## config.mk

```make
export PLATFORM = sky130hd
export DESIGN_NAME = uart_tx_queue_flat
export DESIGN_NICKNAME = d
export VERILOG_FILES = /design/src/rtl/uart_tx_queue_if.sv /design/src/rtl/uart_tx_queue.sv /design/src/flat_wrapper.sv
export SDC_FILE = /design/constraint.sdc
export NUM_CORES = 1
export LEC_CHECK = 0
export CELL_PAD_IN_SITES_DETAIL_PLACEMENT = 1
export CELL_PAD_IN_SITES_GLOBAL_PLACEMENT = 2
export CORE_MARGIN = 2
export CORE_UTILIZATION = 38
export DETAILED_ROUTE_END_ITERATION = 8
export PLACE_DENSITY = 0.85
export SLEW_MARGIN = 10
export SYNTH_ARGS = -nofsm -noshare
export SYNTH_HDL_FRONTEND = slang
export SYNTH_SLANG_ARGS = --single-unit
```

## constraint.sdc

```tcl
create_clock -name clk -period 4.45 [get_ports clk]
set_clock_uncertainty 0.1 [all_clocks]
set_input_delay 0.6675 -clock clk [delete_from_list [all_inputs] [get_ports clk]]
set_output_delay 0.6675 -clock clk [all_outputs]
set_load 0.005 [all_outputs]
```

## src/rtl/uart_tx_queue_if.sv

```systemverilog
// uart_tx_queue_if: AXI4-lite bus between uart_tx_queue and a UART-lite slave.
//   master modport: the queue (drives addresses, valids, wdata, rready/bready)
//   slave  modport: the UART side (drives readies, rdata/rresp, bresp/bvalid)
interface uart_tx_queue_if;
    logic [3:0]  araddr;
    logic        arvalid;
    logic        arready;
    logic [31:0] rdata;
    logic [1:0]  rresp;
    logic        rvalid;
    logic        rready;
    logic [3:0]  awaddr;
    logic        awvalid;
    logic        awready;
    logic [31:0] wdata;
    logic [3:0]  wstrb;
    logic        wvalid;
    logic        wready;
    logic [1:0]  bresp;
    logic        bvalid;
    logic        bready;

    modport master (
        output araddr, arvalid, rready, awaddr, awvalid, wdata, wstrb, wvalid, bready,
        input  arready, rdata, rresp, rvalid, awready, wready, bresp, bvalid
    );

    modport slave (
        input  araddr, arvalid, rready, awaddr, awvalid, wdata, wstrb, wvalid, bready,
        output arready, rdata, rresp, rvalid, awready, wready, bresp, bvalid
    );
endinterface

```

## src/rtl/uart_tx_queue.sv

```systemverilog
// uart_tx_queue: buffered UART transmit engine.
// The core pushes 1..PUSH_BYTES bytes per request into a byte FIFO; the block
// drains it one byte per round over AXI4-lite: poll STAT_REG (0x8) until the
// UART TX FIFO is not full (rdata[3]==0), then write the head byte to TX_FIFO
// (0x4) and wait for the write response before popping it.
// Ports:
//   clk, rstn             clock, asynchronous active-low reset
//   push_data/count/valid enqueue request, byte 0 = push_data[7:0] goes first
//   push_ready            registered: free entries >= PUSH_BYTES
//   level                 bytes currently queued
//   idle                  queue empty and bus engine idle
//   err / err_clr         sticky bus-error flag and its clear
//   uart_axi              AXI4-lite master port to the UART-lite
module uart_tx_queue #(
    parameter int DEPTH      = 16,
    parameter int PUSH_BYTES = 4,
    parameter int POLL_GAP   = 0
) (
    input  logic                            clk,
    input  logic                            rstn,
    input  logic [8*PUSH_BYTES-1:0]         push_data,
    input  logic [$clog2(PUSH_BYTES+1)-1:0] push_count,
    input  logic                            push_valid,
    output logic                            push_ready,
    output logic [$clog2(DEPTH+1)-1:0]      level,
    output logic                            idle,
    output logic                            err,
    input  logic                            err_clr,
    uart_tx_queue_if.master                 uart_axi
);

    localparam int AW = $clog2(DEPTH);
    localparam int LW = $clog2(DEPTH + 1);
    localparam int CW = $clog2(PUSH_BYTES + 1);
    // gap counter runs 0..POLL_GAP-1
    localparam int GW = (POLL_GAP > 1) ? $clog2(POLL_GAP) : 1;

    localparam logic [2:0] S_IDLE = 3'd0;
    localparam logic [2:0] S_AR   = 3'd1;
    localparam logic [2:0] S_R    = 3'd2;
    localparam logic [2:0] S_GAP  = 3'd3;
    localparam logic [2:0] S_W    = 3'd4;
    localparam logic [2:0] S_B    = 3'd5;

    logic [2:0]    state_r;
    logic [2:0]    state_nxt_s;
    logic [7:0]    mem_r [DEPTH];
    logic [AW-1:0] wr_ptr_r;
    logic [AW-1:0] rd_ptr_r;
    logic [LW-1:0] level_r;
    logic [LW-1:0] level_nxt_s;
    logic [LW-1:0] push_add_s;
    logic [GW-1:0] gap_cnt_r;
    logic          push_fire_s;
    logic          pop_s;
    logic          err_set_s;
    logic          aw_done_s;
    logic          w_done_s;
    logic          poll_full_s;
    logic          enter_w_s;
    logic          arvalid_r;
    logic          rready_r;
    logic          awvalid_r;
    logic          wvalid_r;
    logic          bready_r;
    logic [7:0]    wdata_r;
    logic          err_r;
    logic          push_ready_r;
    logic          idle_r;
    logic          unused_s;

    // Push/pop qualification and the occupancy after this edge
    always_comb begin
        push_fire_s = push_valid && push_ready_r;
        pop_s       = (state_r == S_B) && bready_r && uart_axi.bvalid;
        if (push_fire_s) begin
            push_add_s = LW'(push_count);
        end else begin
            push_add_s = {LW{1'b0}};
        end
        if (pop_s) begin
            level_nxt_s = level_r + push_add_s - LW'(1'b1);
        end else begin
            level_nxt_s = level_r + push_add_s;
        end
    end

    // Bus engine next-state and error detection
    always_comb begin
        state_nxt_s = state_r;
        err_set_s   = 1'b0;
        // a valid already dropped means that half of the write is done
        aw_done_s   = !awvalid_r || uart_axi.awready;
        w_done_s    = !wvalid_r || uart_axi.wready;
        // an errored status read cannot be trusted, so treat it as full
        poll_full_s = uart_axi.rdata[3] || (uart_axi.rresp != 2'b00);
        case (state_r)
            S_IDLE: begin
                if (level_r != {LW{1'b0}}) begin
                    state_nxt_s = S_AR;
                end else begin
                    state_nxt_s = S_IDLE;
                end
            end
            S_AR: begin
                if (arvalid_r && uart_axi.arready) begin
                    state_nxt_s = S_R;
                end else begin
                    state_nxt_s = S_AR;
                end
            end
            S_R: begin
                if (rready_r && uart_axi.rvalid) begin
                    err_set_s = (uart_axi.rresp != 2'b00);
                    if (!poll_full_s) begin
                        state_nxt_s = S_W;
                    end else if (POLL_GAP == 0) begin
                        state_nxt_s = S_AR;
                    end else begin
                        state_nxt_s = S_GAP;
                    end
                end else begin
                    state_nxt_s = S_R;
                end
            end
            S_GAP: begin
                if (gap_cnt_r == GW'(POLL_GAP - 1)) begin
                    state_nxt_s = S_AR;
                end else begin
                    state_nxt_s = S_GAP;
                end
            end
            S_W: begin
                if (aw_done_s && w_done_s) begin
                    state_nxt_s = S_B;
                end else begin
                    state_nxt_s = S_W;
                end
            end
            S_B: begin
                if (pop_s) begin
                    // the byte is popped even on a bad response and is lost
                    err_set_s = (uart_axi.bresp != 2'b00);
                    if (level_nxt_s != {LW{1'b0}}) begin
                        state_nxt_s = S_AR;
                    end else begin
                        state_nxt_s = S_IDLE;
                    end
                end else begin
                    state_nxt_s = S_B;
                end
            end
            default: begin
                state_nxt_s = S_IDLE;
            end
        endcase
        enter_w_s = (state_r != S_W) && (state_nxt_s == S_W);
    end

    // FIFO storage: only written, no reset needed since level gates reads
    always_ff @(posedge clk) begin
        for (int i = 0; i < PUSH_BYTES; i++) begin
            if (push_fire_s && (CW'(i) < push_count)) begin
                mem_r[wr_ptr_r + AW'(i)] <= push_data[8*i +: 8];
            end
        end
    end

    // Queue pointers, occupancy and status outputs
    always_ff @(posedge clk or negedge rstn) begin
        if (!rstn) begin
            wr_ptr_r     <= {AW{1'b0}};
            rd_ptr_r     <= {AW{1'b0}};
            level_r      <= {LW{1'b0}};
            push_ready_r <= 1'b1;
            idle_r       <= 1'b1;
            err_r        <= 1'b0;
        end else begin
            if (push_fire_s) begin
                wr_ptr_r <= wr_ptr_r + AW'(push_count);
            end else begin
                wr_ptr_r <= wr_ptr_r;
            end
            if (pop_s) begin
                rd_ptr_r <= rd_ptr_r + AW'(1'b1);
            end else begin
                rd_ptr_r <= rd_ptr_r;
            end
            level_r      <= level_nxt_s;
            // registered off next level so push_ready never sees push_* combinationally
            push_ready_r <= (level_nxt_s <= LW'(DEPTH - PUSH_BYTES));
            idle_r       <= (level_nxt_s == {LW{1'b0}}) && (state_nxt_s == S_IDLE);
            // a new error wins over a clear in the same cycle
            if (err_set_s) begin
                err_r <= 1'b1;
            end else if (err_clr) begin
                err_r <= 1'b0;
            end else begin
                err_r <= err_r;
            end
        end
    end

    // Bus engine state and registered AXI handshake outputs
    always_ff @(posedge clk or negedge rstn) begin
        if (!rstn) begin
            state_r   <= S_IDLE;
            gap_cnt_r <= {GW{1'b0}};
            arvalid_r <= 1'b0;
            rready_r  <= 1'b0;
            awvalid_r <= 1'b0;
            wvalid_r  <= 1'b0;
            bready_r  <= 1'b0;
            wdata_r   <= 8'h00;
        end else begin
            state_r   <= state_nxt_s;
            arvalid_r <= (state_nxt_s == S_AR);
            rready_r  <= (state_nxt_s == S_R);
            bready_r  <= (state_nxt_s == S_B);
            if ((state_r == S_GAP) && (state_nxt_s == S_GAP)) begin
                gap_cnt_r <= gap_cnt_r + GW'(1'b1);
            end else begin
                gap_cnt_r <= {GW{1'b0}};
            end
            // both write valids rise together, then each falls on its own ready
            if (enter_w_s) begin
                awvalid_r <= 1'b1;
            end else if (awvalid_r && uart_axi.awready) begin
                awvalid_r <= 1'b0;
            end else begin
                awvalid_r <= awvalid_r;
            end
            if (enter_w_s) begin
                wvalid_r <= 1'b1;
            end else if (wvalid_r && uart_axi.wready) begin
                wvalid_r <= 1'b0;
            end else begin
                wvalid_r <= wvalid_r;
            end
            // head is captured once; later pushes cannot move rd_ptr
            if (enter_w_s) begin
                wdata_r <= mem_r[rd_ptr_r];
            end else begin
                wdata_r <= wdata_r;
            end
        end
    end

    assign unused_s = ^{uart_axi.rdata[31:4], uart_axi.rdata[2:0]};

    assign uart_axi.araddr  = 4'h8;
    assign uart_axi.arvalid = arvalid_r;
    assign uart_axi.rready  = rready_r;
    assign uart_axi.awaddr  = 4'h4;
    assign uart_axi.awvalid = awvalid_r;
    assign uart_axi.wdata   = {24'h000000, wdata_r};
    assign uart_axi.wstrb   = 4'b0001;
    assign uart_axi.wvalid  = wvalid_r;
    assign uart_axi.bready  = bready_r;

    assign push_ready = push_ready_r;
    assign level      = level_r;
    assign idle       = idle_r;
    assign err        = err_r;

endmodule

```

## src/flat_wrapper.sv

```systemverilog
// flat-port wrapper written by rule: the top's interface ports become plain ports
module uart_tx_queue_flat 
#(
    parameter int DEPTH      = 16,
    parameter int PUSH_BYTES = 4,
    parameter int POLL_GAP   = 0
)
  (clk, rstn, push_data, push_count, push_valid, push_ready, level, idle, err, err_clr, uart_axi_araddr, uart_axi_arvalid, uart_axi_rready, uart_axi_awaddr, uart_axi_awvalid, uart_axi_wdata, uart_axi_wstrb, uart_axi_wvalid, uart_axi_bready, uart_axi_arready, uart_axi_rdata, uart_axi_rresp, uart_axi_rvalid, uart_axi_awready, uart_axi_wready, uart_axi_bresp, uart_axi_bvalid);
  uart_tx_queue_if uart_axi_i ();
  input  logic clk;
  input  logic rstn;
  input  logic [8*PUSH_BYTES-1:0] push_data;
  input  logic [$clog2(PUSH_BYTES+1)-1:0] push_count;
  input  logic push_valid;
  output logic push_ready;
  output logic [$clog2(DEPTH+1)-1:0] level;
  output logic idle;
  output logic err;
  input  logic err_clr;
  output wire logic [$bits(uart_axi_i.araddr)-1:0] uart_axi_araddr;
  output wire logic [$bits(uart_axi_i.arvalid)-1:0] uart_axi_arvalid;
  output wire logic [$bits(uart_axi_i.rready)-1:0] uart_axi_rready;
  output wire logic [$bits(uart_axi_i.awaddr)-1:0] uart_axi_awaddr;
  output wire logic [$bits(uart_axi_i.awvalid)-1:0] uart_axi_awvalid;
  output wire logic [$bits(uart_axi_i.wdata)-1:0] uart_axi_wdata;
  output wire logic [$bits(uart_axi_i.wstrb)-1:0] uart_axi_wstrb;
  output wire logic [$bits(uart_axi_i.wvalid)-1:0] uart_axi_wvalid;
  output wire logic [$bits(uart_axi_i.bready)-1:0] uart_axi_bready;
  input wire logic [$bits(uart_axi_i.arready)-1:0] uart_axi_arready;
  input wire logic [$bits(uart_axi_i.rdata)-1:0] uart_axi_rdata;
  input wire logic [$bits(uart_axi_i.rresp)-1:0] uart_axi_rresp;
  input wire logic [$bits(uart_axi_i.rvalid)-1:0] uart_axi_rvalid;
  input wire logic [$bits(uart_axi_i.awready)-1:0] uart_axi_awready;
  input wire logic [$bits(uart_axi_i.wready)-1:0] uart_axi_wready;
  input wire logic [$bits(uart_axi_i.bresp)-1:0] uart_axi_bresp;
  input wire logic [$bits(uart_axi_i.bvalid)-1:0] uart_axi_bvalid;
  assign uart_axi_araddr = uart_axi_i.araddr;
  assign uart_axi_arvalid = uart_axi_i.arvalid;
  assign uart_axi_rready = uart_axi_i.rready;
  assign uart_axi_awaddr = uart_axi_i.awaddr;
  assign uart_axi_awvalid = uart_axi_i.awvalid;
  assign uart_axi_wdata = uart_axi_i.wdata;
  assign uart_axi_wstrb = uart_axi_i.wstrb;
  assign uart_axi_wvalid = uart_axi_i.wvalid;
  assign uart_axi_bready = uart_axi_i.bready;
  assign uart_axi_i.arready = uart_axi_arready;
  assign uart_axi_i.rdata = uart_axi_rdata;
  assign uart_axi_i.rresp = uart_axi_rresp;
  assign uart_axi_i.rvalid = uart_axi_rvalid;
  assign uart_axi_i.awready = uart_axi_awready;
  assign uart_axi_i.wready = uart_axi_wready;
  assign uart_axi_i.bresp = uart_axi_bresp;
  assign uart_axi_i.bvalid = uart_axi_bvalid;
  uart_tx_queue #(.DEPTH(DEPTH), .PUSH_BYTES(PUSH_BYTES), .POLL_GAP(POLL_GAP)) u_core (.clk(clk), .rstn(rstn), .push_data(push_data), .push_count(push_count), .push_valid(push_valid), .push_ready(push_ready), .level(level), .idle(idle), .err(err), .err_clr(err_clr), .uart_axi(uart_axi_i));
endmodule
```

Yosys cells after proc, flatten, opt, wreduce, memory -nomap -nowiden
Memory sizes are Yosys's and may differ from the RTL's. A register that Yosys moved wholly into a read port is not among the register bits.
Index checks and enable logic that the tools add are counted.
Cells by class
  eq/ne operators: 11
  reduce and logical (&&, ||, !) cells: 31
  order comparisons: 5
  mux-type cells: 29
  add/subtract/negate cells: 8
Operator list (number)
  two-way mux 1 bit: 20
  case mux 3 bit (6 select lines): 1
  logical AND 1 bit: 15
  equality test 3 x 2 -> 1 bit, second input constant: 4
  equality test 3 bit, second input constant: 4
  two-way mux 3 bit: 4
  nonzero test 2 bit: 5
  nonzero test 5 bit: 2
  adder 4 x 1 -> 4 bit, second input constant: 2
  adder 4 x 2 -> 4 bit, second input constant: 2
  equality test 3 x 1 -> 1 bit, second input constant: 2
  logical NOT 3 bit: 2
  less-than comparator 1 x 3 -> 1 bit, first input constant: 2
  less-than comparator 2 x 3 -> 1 bit, first input constant: 2
  adder 5 x 3 -> 5 bit: 1
  less-or-equal comparator 5 x 4 -> 1 bit, second input constant: 1
  logical NOT 5 bit: 1
  two-way mux 5 bit: 1
  subtractor 5 x 1 -> 5 bit, second input constant: 1
  adder 4 x 3 -> 4 bit: 1
  two-way mux 2 bit: 2
  logical NOT 1 bit: 3
  logical OR 1 bit: 3
  != test 3 bit, second input constant: 1
  other kinds (2): 2
Storage, ports and cells
  memories: 1
  flip-flop bits (word level): 25
  output and inout port bits: 57
  bits in writable memories: 128
  logic and storage cells: 98
  input port bits: 80
Memory list
  u_core.mem_r: depth 16, bits a word 8, read ports 1, clocked after memory_dff 1, write ports 4, line uart_tx_queue.sv:47  | logic [7:0] mem_r [DEPTH];

Logic depth before layout (Yosys ltp)
Gate-level depths: netlist of the first run.
  depth after elaboration: 12
  mapped depth: 11
  depth with buffers taken out: 9

Worst setup path after synthesis of the first run
No wires, ideal clock.
  kind: register to register
  from: register u_core.wr_ptr_r[1]
  to: memory u_core.mem_r[6][0] (enable)
  required time: 4.026 ns
  arrival: 2.736 ns
  buffers on the path: 4
  slack: 1.290 ns
  cell stages (with the launch flop): 11
  clock period less this slack: 3.160 ns
  setup time: 0.324 ns
  path through: dfrtp_1 -> buf_2 -> inv_1 -> buf_1 -> ha_1 -> clkbuf_1 -> nor2_1 -> clkbuf_1 -> and3_1 -> a31oi_1 -> nand2_1
RTL lines
  start: declaration: line uart_tx_queue.sv:48  | logic [AW-1:0] wr_ptr_r;
  start signal: assignment: line uart_tx_queue.sv:172  | wr_ptr_r <= {AW{1'b0}};
  start signal: assignment: line uart_tx_queue.sv:180  | wr_ptr_r <= wr_ptr_r + AW'(push_count);
  start signal: assignment: line uart_tx_queue.sv:182  | wr_ptr_r <= wr_ptr_r;
  end: declaration: line uart_tx_queue.sv:47

==> impl_metrics.tcl, run 1 <==
set metrics [dict create \
    status "finished clean" \
    synth_top_area_frac 0.3450 \
    nets 1146 \
    cts_resized 0 \
    seqPwrFrac 0.309 \
    yosys_warnings 0 \
    path_class "flip-flop to flip-flop" \
    cp_top_family "simple AND/OR/NAND/NOR gates" \
    clockBufferDepth 2 \
    routed_wl_um 43090 \
    cpMaxStageDelayCell "nor2_2" \
    fin_crit_ns 3.733 \
    report.final.hold_viol_count 0 \
    stdcell_count 1451 \
    grt.total_usage 0.2812 \
    multi_input_area_um2 5928 \
    rsz0062_at_grt "no" \
    drt_iter0_drc 1582 \
    htree_levels 4 \
    async_flop_share 0.2050 \
    hold_slack_ns 0.1793 \
    setup_viol 0 \
    cp.required_ns 4.44 \
    ant_nets 0 \
    dp.cells 1419 \
    ctsHoldBuffers 0 \
    ys_seq_elements 161 \
    die_y_um 175.2 \
    core_um2 28780 \
    cts-buffers-inserted 17 \
    dieArea_um2 30700 \
    cts_tree "yes" \
    p_clk_frac 0.212 \
    grt_pass1_vias 9908 \
    crit_top_cell "buf_4" \
    yosysMostFrequentCell "edfxtp_1" \
    total_power_mw 7.350 \
    ys.flop_type "edfxtp_1" \
    synth-edff-count 128 \
    area_growth_pct 15.88 \
    start_util 0.3871 \
    synth_common_cells "edfxtp_1 (128), mux2i_1 (122), clkbuf_1 (63)" \
    wl_per_cell_um 29.69 \
    grt_overflow_total 0 \
    dp_hpwl_um 30710 \
    grt_max_degree 36 \
    port_buffers 69 \
    first_pass_iters 9 \
    grt_antenna_before_repair 1 \
    holdCritPathClass "input pin to asynchronous set/reset pin" \
    viasPerCell 6.848 \
    synth_top_area_cell "edfxtp_1" \
    cts.sinks 161 \
    diodes 0 \
    netlist_area_um2 11140 \
    drc 0 \
    combPwrFrac 0.478 \
    tightest_slew_ns 1.277 \
    setup-tns-final_ns 0 \
    swShare 0.4564 \
    peakVddDrop_mv 0.4688 \
    path_clk_slew_ns 0.08 \
    route.vias.total 9937 \
    routabilityCongestion 0.9372 \
    powerDensity_nw_per_um2 569.4 \
    ios 137 \
    leakagePower_nw 4.324 \
    drv_cap 0 \
    crit_path_max_fanout 29 \
    die_x_um 175.2 \
    p_int_mw 3.996 \
    drive_gt1_frac 0.1753 \
    crit_chain "buf_4 -> ha_1 -> a21oi_1 -> xnor2_1 -> nor2_2 -> a22oi_1 -> buf_4 -> nand2_1" \
    critPathBufInv 2 \
    endpoint_kind "flip-flop" \
    p_sw_mw 3.354 \
    slew_headroom 0.1477 \
    syn_avg_cell_area_um2 11.14 \
    cp.arrival_ns 3.73 \
    slew_violations 0 \
    synthTopCellsByArea "edfxtp_1 (35%), mux2i_1 (11%), mux4_2 (8.1%), dfrtp_1 (7.0%), a222oi_1 (4.4%)" \
    regArea_um2 4673 \
    ys_types 70 \
    netlist_instances 1000 \
    clkLatencyLatePin_ns 0.45 \
    fmax_ghz 0.2679 \
    finalCritPeriodShare 0.8389 \
    grt_pass1_wl_um 63800 \
    cp-start-kind "flip-flop" \
    synth_seq_area_share 0.4194 \
    cts_root_buffer "clkbuf_16" \
    row_count 62 \
    n_fill_cell 3074 \
    postCtsSetupRepairBufs 0 \
    cp_slowest_stage_delay_ns 1.04 \
]
power by group through the flow:
stage	clock network (mW)	logic, mW	registers (mW)
floorplan	0	2.22	2.17
global placement	0	3.32	2.28
detailed placement	0	3.39	2.30
CTS	1.57	3.41	2.27
global route	1.63	3.69	2.31
finish	1.56	3.51	2.27
cell families (layout without fill, tap and decap cells):
logic type,count (synthesis),count (layout),synth area share
compound gates,232,232,0.1619
xor+xnor,20,20,0.01640
fa+ha+maj,12,12,0.01482
buf+inv,145,178,0.06593
flops,161,161,0.4194
mux,183,183,0.2117
other cells,2,36,0.0006741
simple gates,245,245,0.1092
sequential cells by signal, indices dropped and copies added (netlist names), 3 cells and up:
| name | count |
|---|---|
| u_core.mem_r | 128 |
| u_core.wdata_r | 8 |
| u_core.level | 5 |
| u_core.rd_ptr_r | 4 |
| u_core.wr_ptr_r | 4 |
| u_core.state_r | 3 |
metal layers:
metal	GRT usage	routed length [um]	up-vias
met5	0	16	-
met4	0.1573	2451	2
met3	0.05070	3762	161
met2	0.4460	20320	674
met1	0.3630	16530	5025
li1	-	-	4075
final timing paths:
path                                         start                  to  slack (ns)  cells past startpoint
worst max-delay path            u_core.wr_ptr_r[1]  u_core.mem_r[4][4]        0.72                      8
worst min-delay path                          rstn  u_core.wr_ptr_r[3]        0.18                      2
worst max register to register  u_core.wr_ptr_r[1]  u_core.mem_r[4][4]        0.72                      8
worst min register to register    u_core.gap_cnt_r    u_core.gap_cnt_r        0.34                      1
max in group asynchronous                     rstn  u_core.rd_ptr_r[0]        3.64                      2
min in group clk                  u_core.gap_cnt_r    u_core.gap_cnt_r        0.34                      1
cell usage in the layout, fill, tap and decap left out, types with 36 or more instances in the layout:
| master | synthesis | routed |
|---|---|---|
| clkdlybuf4s50_1 | 0 | 68 |
| conb_1 | 2 | 36 |
| nand2_1 | 55 | 55 |
| mux4_2 | 40 | 40 |
| mux2i_1 | 122 | 122 |
| buf_4 | 44 | 64 |
| edfxtp_1 | 128 | 128 |
| a221oi_1 | 42 | 42 |
| a222oi_1 | 49 | 49 |
| nor2_1 | 61 | 59 |
| nor3_1 | 44 | 43 |
area by class of cell:
class / instances / area share
Tap cell: 384 / 0.03722
Timing Repair Buffer: 133 / 0.09033
Clock buffer: 17 / 0.03295
Inverter: 13 / 0.003780
Sequential cell: 161 / 0.3620
Clock inverter: 15 / 0.01454
Multi-Input combinational cell: 728 / 0.4592
through the flow:
| step | cell area (um^2) | setup WS, ns | util |
|---|---|---|---|
| finish | 12910 | 0.7168 | 0.4486 |
| CTS | 12910 | 0.8380 | 0.4486 |
| global placement | 12300 | 0.7548 | 0.4273 |
| detailed placement | 12300 | 0.5662 | 0.4273 |
| global route | 12910 | 0.4987 | 0.4486 |
| floorplan | 11270 | 1.290 | - |
(Power assumes the default switching activity.)
==> run 2: changes to the inputs <==
==> constraint.sdc (replaced) <==
create_clock -name clk -period 3.8 [get_ports clk]
set_clock_uncertainty 0.1 [all_clocks]
set_input_delay 0.57 -clock clk [delete_from_list [all_inputs] [get_ports clk]]
set_output_delay 0.57 -clock clk [all_outputs]
set_load 0.005 [all_outputs]
==> impl_metrics.tcl, run 2 (synthesized netlist as in run 1, its figures left out) <==
set metrics [dict create \
    status "complete, but fails checks" \
    violations "design-rule violations" \
    path_class "flip-flop to flip-flop" \
    final_common_cell "edfxtp_1" \
    endpoint_kind "flip-flop" \
    core_um2 28780 \
    clkLatencyLatePin_ns 0.45 \
    cts_resized 0 \
    ctsHoldBuffers 0 \
    worstReg2RegStart "u_core.wr_ptr_r[1]" \
    cts-buffers-inserted 17 \
    top_register "u_core.mem_r" \
    holdCritPathClass "input pin to asynchronous set/reset pin" \
    path_clk_slew_ns 0.08 \
    grt_pass1_vias 9926 \
    nets 1149 \
    fmax_ghz 0.2997 \
    cp-start-kind "flip-flop" \
    first_pass_iters 9 \
    report.final.hold_viol_count 0 \
    timing.final.ws_setup_ns 0.4629 \
    slew_headroom 0.1598 \
    rsz0062_at_grt "no" \
    grt_pass1_wl_um 63960 \
    ant_nets 0 \
    post-route-util 0.4487 \
    r2r-end "u_core.mem_r[5][4]" \
    fin_crit_ns 3.337 \
    cp.arrival_ns 3.30 \
    hold_slack_ns 0.1792 \
    slew_violations 0 \
    row_count 62 \
    tightest_slew_ns 1.253 \
    cp.required_ns 3.76 \
    area_growth_pct 15.93 \
    grt.total_usage 0.2813 \
    die_x_um 175.2 \
    die_y_um 175.2 \
    setup_viol 0 \
    leakagePower_nw 4.322 \
    powerDensity_nw_per_um2 667.5 \
    rr_worst_depth 8 \
    drc 2 \
    final_cell_mix "edfxtp_1 (128), mux2i_1 (122), clkdlybuf4s50_1 (68), buf_4 (66), nor2_1 (59)" \
    multi_input_area_um2 5928 \
    finalCritPeriodShare 0.8782 \
    largest_register_ffs 128 \
    grt_overflow_total 0 \
    crit_path_max_fanout 22 \
    drive_gt1_frac 0.1776 \
    place_worst_setup_slack_ns 0.1938 \
    port_buffers 69 \
    grt_antenna_before_repair 0 \
    ios 137 \
    grt_max_degree 40 \
    diodes 0 \
    rrSetupSlack_ns 0.46 \
    n_fill_cell 3093 \
    htree_levels 4 \
    regArea_um2 4673 \
    drt_iter0_drc 1454 \
    route.vias.total 9848 \
    drv_cap 0 \
    postCtsSetupRepairBufs 0 \
    routabilityCongestion 0.9084 \
    cts_root_buffer "clkbuf_16" \
    start_util 0.3871 \
    setup-tns-final_ns 0 \
    clockBufferDepth 2 \
    total_power_mw 8.621 \
    routed_wl_um 43490 \
    peakVddDrop_mv 0.6817 \
    wl_per_cell_um 29.91 \
    dieArea_um2 30700 \
    cts.sinks 161 \
    viasPerCell 6.773 \
    cts_tree "yes" \
    dp_hpwl_um 31190 \
]
-- run 2: where the power goes --
group          leakage, nW  switching (mW)  internal [mW]
Sequential            1.58           0.237           2.40
Clock                0.285           0.879          0.883
Combinational         2.45            2.83           1.39
Total                 4.32            3.94           4.68
-- run 2: how the worst max path moves through the flow --
stage,from,endpoint,slack (ns),depth (start not counted)
after floorplan,u_core.wr_ptr_r[1],u_core.mem_r[6][0],0.64,10
after global placement,push_valid,u_core.idle,0.26,9
after detailed placement,push_valid,u_core.mem_r[5][6],0.19,7
after CTS,u_core.wr_ptr_r[1],u_core.mem_r[15][0],0.53,7
after global routing,u_core.wr_ptr_r[1],u_core.mem_r[7][6],0.29,8
final,u_core.wr_ptr_r[1],u_core.mem_r[5][4],0.46,8
-- run 2: final cells by class --
type,instances,area share
multi-input combinational,728,0.4590
sequential,161,0.3618
timing repair buffer,136,0.09300
tap,384,0.03720
clock buffer,17,0.03294
clock inverter,15,0.01221
inverter,13,0.003778
-- run 2: layer usage --
metal / vias up / track usage / routed length [um]
met3: 149 / 0.04917 / 3663
met1: 4998 / 0.3627 / 16940
li1: 4087 / - / -
met4: 0 / 0.1552 / 2399
met5: - / 0 / 0
met2: 614 / 0.4491 / 20490
-- run 2: worst max-delay path, stage by stage (launching register included) --
cell	delay, ns
dfrtp_1	0.35
buf_4	0.31
inv_1	0.10
ha_1	0.21
a21oi_1	0.25
xor2_1	0.24
nand2_1	0.27
o32a_1	0.56
o211ai_1	0.55
-- run 2: through the flow --
stage / area (um^2) / instances
global route: 12910 / 1454
floorplan: 11270 / 1034
finish: 12910 / 1454
detailed placement: 12330 / 1422
CTS: 12910 / 1454
global placement: 12330 / 1422
